===== config.mk =====
export PLATFORM = sky130hd
export DESIGN_NAME = aes_dfa_sequencer
export DESIGN_NICKNAME = d
export VERILOG_FILES = /design/src/rtl/aes_dfa_sequencer.sv
export SDC_FILE = /design/constraint.sdc
export NUM_CORES = 1
export LEC_CHECK = 0
export BUFFER_PORTS_ARGS = -buffer_cell sky130_fd_sc_hd__clkbuf_2
export CORE_AREA = 4 4 410 412
export CTS_CLUSTER_DIAMETER = 30
export CTS_CLUSTER_SIZE = 40
export DETAILED_ROUTE_END_ITERATION = 10
export DIE_AREA = 0 0 414 416
export MAX_ROUTING_LAYER = met4
export PLACE_DENSITY = 0.42
export SETUP_SLACK_MARGIN = 0.2
export SLEW_MARGIN = 10
export SYNTH_ARGS = -nofsm -noshare
export SYNTH_HDL_FRONTEND = slang
export SYNTH_SLANG_ARGS = --single-unit

===== constraint.sdc =====
create_clock -name clk -period 14.65 [get_ports clk]
set_clock_uncertainty 0.2 [all_clocks]
set_input_delay 3.6625 -clock clk [delete_from_list [all_inputs] [get_ports clk]]
set_output_delay 3.6625 -clock clk [all_outputs]
set_load 0.05 [all_outputs]

===== src/rtl/aes_dfa_sequencer.sv =====
`default_nettype none
// ============================================================================
//  Module      : aes_dfa_sequencer
//  Description : Runs one golden AES-128 encryption, then a sweep of single-bit
//                round-9 faulted encryptions, streaming golden/faulty pairs.
//  Revision    : 1.0 - initial release
// ============================================================================
module aes_dfa_sequencer #(
    parameter int LAT      = 11,
    parameter int FAULT_AT = 10
) (
    input  logic         clk,
    input  logic         rst,
    input  logic         cmd_valid,
    output logic         cmd_ready,
    input  logic [127:0] cmd_pt,
    input  logic [127:0] cmd_key,
    input  logic [6:0]   cmd_bit_start,
    input  logic [6:0]   cmd_count,
    output logic [127:0] aes_state,
    output logic [127:0] aes_key,
    output logic         aes_fault_en,
    output logic [6:0]   aes_fault_bit,
    input  logic [127:0] aes_out,
    output logic         res_valid,
    input  logic         res_ready,
    output logic [127:0] res_golden,
    output logic [127:0] res_faulty,
    output logic [127:0] res_diff,
    output logic [6:0]   res_fault_bit,
    output logic [3:0]   res_byte_idx,
    output logic         res_single_byte,
    output logic         res_last,
    output logic         busy
);

    localparam int            CW         = $clog2(LAT + 1);
    localparam logic [CW-1:0] C_LAT      = CW'(LAT);
    localparam logic [CW-1:0] C_FAULT_AT = CW'(FAULT_AT);
    localparam logic [CW-1:0] C_ONE      = CW'(1);

    typedef enum logic [1:0] {
        IDLE      = 2'd0,
        GOLD_RUN  = 2'd1,
        FAULT_RUN = 2'd2,
        RESP      = 2'd3
    } state_t;

    state_t         state_q, state_d;
    logic [CW-1:0]  cyc_q, cyc_d;
    logic [6:0]     cur_bit_q, cur_bit_d;
    logic [7:0]     remaining_q, remaining_d;
    logic           fault_en_d;
    logic           w_accept, w_cap_gold, w_cap_fault, w_handshake;

    logic           cmd_ready_q, busy_q, fault_en_q, res_valid_q;
    logic [6:0]     fault_bit_q, res_fault_bit_q;
    logic [127:0]   aes_state_q, aes_key_q, golden_q, res_faulty_q, res_diff_q;
    logic [3:0]     res_byte_idx_q;
    logic           res_single_q, res_last_q;

    logic [127:0]   w_diff;
    logic [4:0]     w_nz_cnt;
    logic [3:0]     w_byte_idx;
    logic           w_found;

    always_comb begin
        state_d     = state_q;
        cyc_d       = cyc_q;
        cur_bit_d   = cur_bit_q;
        remaining_d = remaining_q;
        w_accept    = 1'b0;
        w_cap_gold  = 1'b0;
        w_cap_fault = 1'b0;
        w_handshake = 1'b0;
        case (state_q)
            IDLE: begin
                if (cmd_valid && cmd_ready_q) begin
                    w_accept    = 1'b1;
                    state_d     = GOLD_RUN;
                    cyc_d       = '0;
                    cur_bit_d   = cmd_bit_start;
                    remaining_d = (cmd_count == 7'd0) ? 8'd128 : {1'b0, cmd_count};
                end
            end
            GOLD_RUN: begin
                if (cyc_q == C_LAT) begin
                    w_cap_gold = 1'b1;
                    state_d    = FAULT_RUN;
                    cyc_d      = '0;
                end else begin
                    cyc_d = cyc_q + C_ONE;
                end
            end
            FAULT_RUN: begin
                if (cyc_q == C_LAT) begin
                    w_cap_fault = 1'b1;
                    state_d     = RESP;
                end else begin
                    cyc_d = cyc_q + C_ONE;
                end
            end
            RESP: begin
                if (res_ready) begin
                    w_handshake = 1'b1;
                    remaining_d = remaining_q - 8'd1;
                    if (res_last_q) begin
                        state_d = IDLE;
                    end else begin
                        cur_bit_d = cur_bit_q + 7'd1;
                        state_d   = FAULT_RUN;
                        cyc_d     = '0;
                    end
                end
            end
            default: state_d = IDLE;
        endcase
        // Fault strobe is registered, so it is decided from the next-cycle position.
        fault_en_d = (state_d == FAULT_RUN) && (cyc_d == C_FAULT_AT);
    end

    always_comb begin
        w_diff     = golden_q ^ aes_out;
        w_nz_cnt   = '0;
        w_byte_idx = '0;
        w_found    = 1'b0;
        for (int i = 0; i < 16; i++) begin
            if (w_diff[127-8*i -: 8] != 8'h00) begin
                w_nz_cnt = w_nz_cnt + 5'd1;
                if (!w_found) begin
                    w_byte_idx = 4'(i);
                    w_found    = 1'b1;
                end
            end
        end
    end

    always_ff @(posedge clk) begin
        if (rst) begin
            state_q         <= IDLE;
            cyc_q           <= '0;
            cur_bit_q       <= '0;
            remaining_q     <= '0;
            cmd_ready_q     <= 1'b1;
            busy_q          <= 1'b0;
            fault_en_q      <= 1'b0;
            fault_bit_q     <= '0;
            aes_state_q     <= '0;
            aes_key_q       <= '0;
            golden_q        <= '0;
            res_valid_q     <= 1'b0;
            res_faulty_q    <= '0;
            res_diff_q      <= '0;
            res_fault_bit_q <= '0;
            res_byte_idx_q  <= '0;
            res_single_q    <= 1'b0;
            res_last_q      <= 1'b0;
        end else begin
            state_q     <= state_d;
            cyc_q       <= cyc_d;
            cur_bit_q   <= cur_bit_d;
            remaining_q <= remaining_d;
            cmd_ready_q <= (state_d == IDLE);
            busy_q      <= (state_d != IDLE);
            fault_en_q  <= fault_en_d;
            if (fault_en_d) begin
                fault_bit_q <= cur_bit_d;
            end
            if (w_accept) begin
                aes_state_q <= cmd_pt;
                aes_key_q   <= cmd_key;
            end
            if (w_cap_gold) begin
                golden_q <= aes_out;
            end
            if (w_cap_fault) begin
                res_valid_q     <= 1'b1;
                res_faulty_q    <= aes_out;
                res_diff_q      <= w_diff;
                res_fault_bit_q <= cur_bit_q;
                res_byte_idx_q  <= w_byte_idx;
                res_single_q    <= (w_nz_cnt == 5'd1);
                res_last_q      <= (remaining_q == 8'd1);
            end else if (w_handshake) begin
                res_valid_q <= 1'b0;
            end
        end
    end

    assign cmd_ready       = cmd_ready_q;
    assign busy            = busy_q;
    assign aes_state       = aes_state_q;
    assign aes_key         = aes_key_q;
    assign aes_fault_en    = fault_en_q;
    assign aes_fault_bit   = fault_bit_q;
    assign res_valid       = res_valid_q;
    assign res_golden      = golden_q;
    assign res_faulty      = res_faulty_q;
    assign res_diff        = res_diff_q;
    assign res_fault_bit   = res_fault_bit_q;
    assign res_byte_idx    = res_byte_idx_q;
    assign res_single_byte = res_single_q;
    assign res_last        = res_last_q;

endmodule
`default_nettype wire


==> impl_metrics.env <==
export IMPL_syn_area_per_cell_sq_um=8.02
export IMPL_synth_ff_type="dfxtp_1"
export IMPL_rows=149
export IMPL_cts_resized=0
export IMPL_n_fill_cell=18203
export IMPL_route_vias_total=27302
export IMPL_hpwl_mm=98.0
export IMPL_vdd_ir_drop_max_mv=0.115
export IMPL_rsz0062_at_grt="no"
export IMPL_grtUsageTotal_pct=14.8
export IMPL_drtPass1Iterations=5
export IMPL_post_route_min_period_ns=13.17
export IMPL_totalPowerFinal_uw=7340
export IMPL_synth_top_cell_area_share_pct=51.0
export IMPL_h_tree_depth=4
export IMPL_wire_per_inst_um=19.3
export IMPL_io_pins=1066
export IMPL_cts_max_path_buffers=3
export IMPL_power_density_mw_per_mm2=175
export IMPL_leakagePower_uw=0.0171
export IMPL_fin_setup_tns_ns=0
export IMPL_slew_viol_final=0
export IMPL_max_slew_margin_rel_pct=23.8
export IMPL_core_area_sq_mm=0.164
export IMPL_setup_viol=0
export IMPL_worst_ep_arrival_time_ns=13.63
export IMPL_synth_top_cell_by_area="dfxtp_1"
export IMPL_postCtsHoldBufs=0
export IMPL_cpMaxStageDelayCell="or4_1"
export IMPL_final_util_pct=25.5
export IMPL_worst_slack_ns=1.48
export IMPL_die_height_um=416
export IMPL_synth_seq_area_share_pct=51.0
export IMPL_antenna_found_initial=16
export IMPL_crit_path_max_fanout=4
export IMPL_status="finished, final reports clean"
export IMPL_hold_path_class="flip-flop to flip-flop"
export IMPL_yosysWarnings=0
export IMPL_ys_ff_latch=685
export IMPL_placed_cell_area_sq_mm=0.0344
export IMPL_async_flop_share_pct=0
export IMPL_layout_common_cells="nand2_1 (1096), clkbuf_2 (1064), dfxtp_1 (685)"
export IMPL_final_common_cell="nand2_1"
export IMPL_critPathRequiredTime_ns=15.11
export IMPL_yosys_cell_types_count=69
export IMPL_cts_tree="yes"
export IMPL_hold_viol=0
export IMPL_pre_cts_ws_ns=0.695
export IMPL_cpPeakStageDelay_ns=0.80
export IMPL_cts_sinks=685
export IMPL_cts_buffers=204
export IMPL_synth_area_leaders="dfxtp_1 (51%), nand2_1 (15%), a21oi_1 (10%), xnor2_1 (4.9%), a211oi_1 (3.7%)"
export IMPL_tightest_slew_ns=1.14
export IMPL_synth_edff_count=0
export IMPL_crit_type="primary input to flip-flop"
export IMPL_grt_pass1_wl_mm=186
export IMPL_crit_top_cell="ha_1"
export IMPL_clock_fmax_mhz=76.0
export IMPL_dieWidth_um=414
export IMPL_layout_area_overhead_vs_synth_pct=55.8
export IMPL_clk_pin_slew_ns=0.04
export IMPL_grt_pass1_vias=26298
export IMPL_io_buffers=1065
export IMPL_antenna_left=0
export IMPL_fp_dieArea_sq_mm=0.172
export IMPL_postSynthCellCount=3354
export IMPL_postCtsSetupRepairBufs=0
export IMPL_start_kind="primary input"
export IMPL_initial_core_util_pct=16.4
export IMPL_fin_area_sq_mm=0.0419
export IMPL_finalNetCount=4840
export IMPL_wl_mm=131
export IMPL_max_cap_viol_count=0
export IMPL_crit_path_end_kind="flip-flop"
export IMPL_cts_root_buffer="clkbuf_16"
export IMPL_drt_iter0_markers=1677
export IMPL_post_route_period_util_pct=89.9
export IMPL_synth_area_sq_mm=0.0269
export IMPL_gp_congestion=0.876
export IMPL_grt_max_degree=176
export IMPL_syn_nets=3782
export IMPL_vias_per_cell=4.02
export IMPL_grt_overflow_total=0
export IMPL_drcViolationCount=0
export IMPL_drive_above_1_share_pct=32.3
export IMPL_insertion_delay_ns=0.85
[where the power goes]
| part | switching (uW) | internal, uW | total, uW |
|---|---|---|---|
| Combinational | 473 | 175 | 647 |
| Clock | 1370 | 3360 | 4730 |
| Sequential | 33.2 | 1930 | 1970 |
[registers in the layout (all words and copies together) (netlist names), 7 cells and up]
| signal | cells |
|---|---|
| aes_fault_bit | 7 |
| remaining_q | 8 |
| res_fault_bit | 7 |
| aes_key | 128 |
| aes_state | 128 |
| res_faulty | 128 |
| cur_bit_q | 7 |
| res_golden | 128 |
| res_diff | 128 |
[through the flow]
stage	hold WS (ns)	std cells
2_1_floorplan	0.258	3354
6_report	0.250	6788
3_3_place_gp	0.241	6395
5_1_grt	0.264	6785
4_1_cts	0.251	6778
3_5_place_dp	0.245	6395
[routing by layer]
layer  GRT usage, %  vias up  part of all wire (%)
met2           23.8      923                    48
met5              -        -                     0
met3           4.77      192                   7.0
li1               -    13329                     -
met1           17.6    12858                    43
met4           4.60        0                   2.4
[kinds of logic (layout without fill, tap and decap cells)]
group                      count (synthesis)  after routing  synth area share, %
AOI/OAI and AO/OA                        768            768                 16.1
xor gates and xnor gates                 169            169                 6.19
adders and majority gates                 26             26                 1.21
buffers and inverters                    273           1508                 3.84
DFF                                      685            685                 51.0
muxes                                     12             12                0.460
other                                      0             10                    0
and+or+nand+nor                         1421           1421                 21.2
[synthesized netlist by cell type, types with 5 or more instances]
master	number
nand2_1	1098
dfxtp_1	685
a21oi_1	556
clkbuf_1	215
nor2_1	193
xnor2_1	149
a211oi_1	133
inv_1	35
ha_1	26
nand4_1	25
o21ai_0	23
buf_1	21
nor3_1	17
nand3_1	16
or2_2	14
a22oi_1	9
and2_1	9
mux2i_1	9
a31oi_1	8
nor4_1	6
xor2_1	6
and3_1	5
nand2b_1	5
nor2b_1	5
or3_1	5
[critical path: cells and delay by family]
kind | cells | cell delay [ns]
simple gates | 17 | 2.37
buf+inv | 6 | 0.63
compound gates | 11 | 2.13
xor+xnor | 3 | 0.51
mux | 2 | 0.57
fa+ha+maj | 14 | 3.74
[area by class of cell]
cell class              instances  area [sq um]  area share [%]
diodes                         10          25.0          0.0597
clock buffers                 288          5890            14.1
clock inverters                95          1640            3.92
inverters                      35           131           0.313
multi-input cells            2396         12200            29.1
flip-flops and latches        685         13700            32.7
well taps                    2189          2740            6.53
repair buffers               1090          5580            13.3
[path summary, 6_finish.rpt]
| path | from | endpoint | slack, ns | cells after the start |
|---|---|---|---|---|
| worst max-delay path | aes_out[127] | res_single_byte$_SDFFE_PP0P_ | 1.48 | 53 |
| worst min-delay path | res_faulty[2]$_SDFFE_PP0P_ | res_faulty[2]$_SDFFE_PP0P_ | 0.25 | 2 |
| worst max register to register | res_golden[127]$_SDFFE_PP0P_ | res_single_byte$_SDFFE_PP0P_ | 4.18 | 52 |
| worst min register to register | res_faulty[2]$_SDFFE_PP0P_ | res_faulty[2]$_SDFFE_PP0P_ | 0.25 | 2 |
Note: power is estimated with default switching activity, not from simulation.
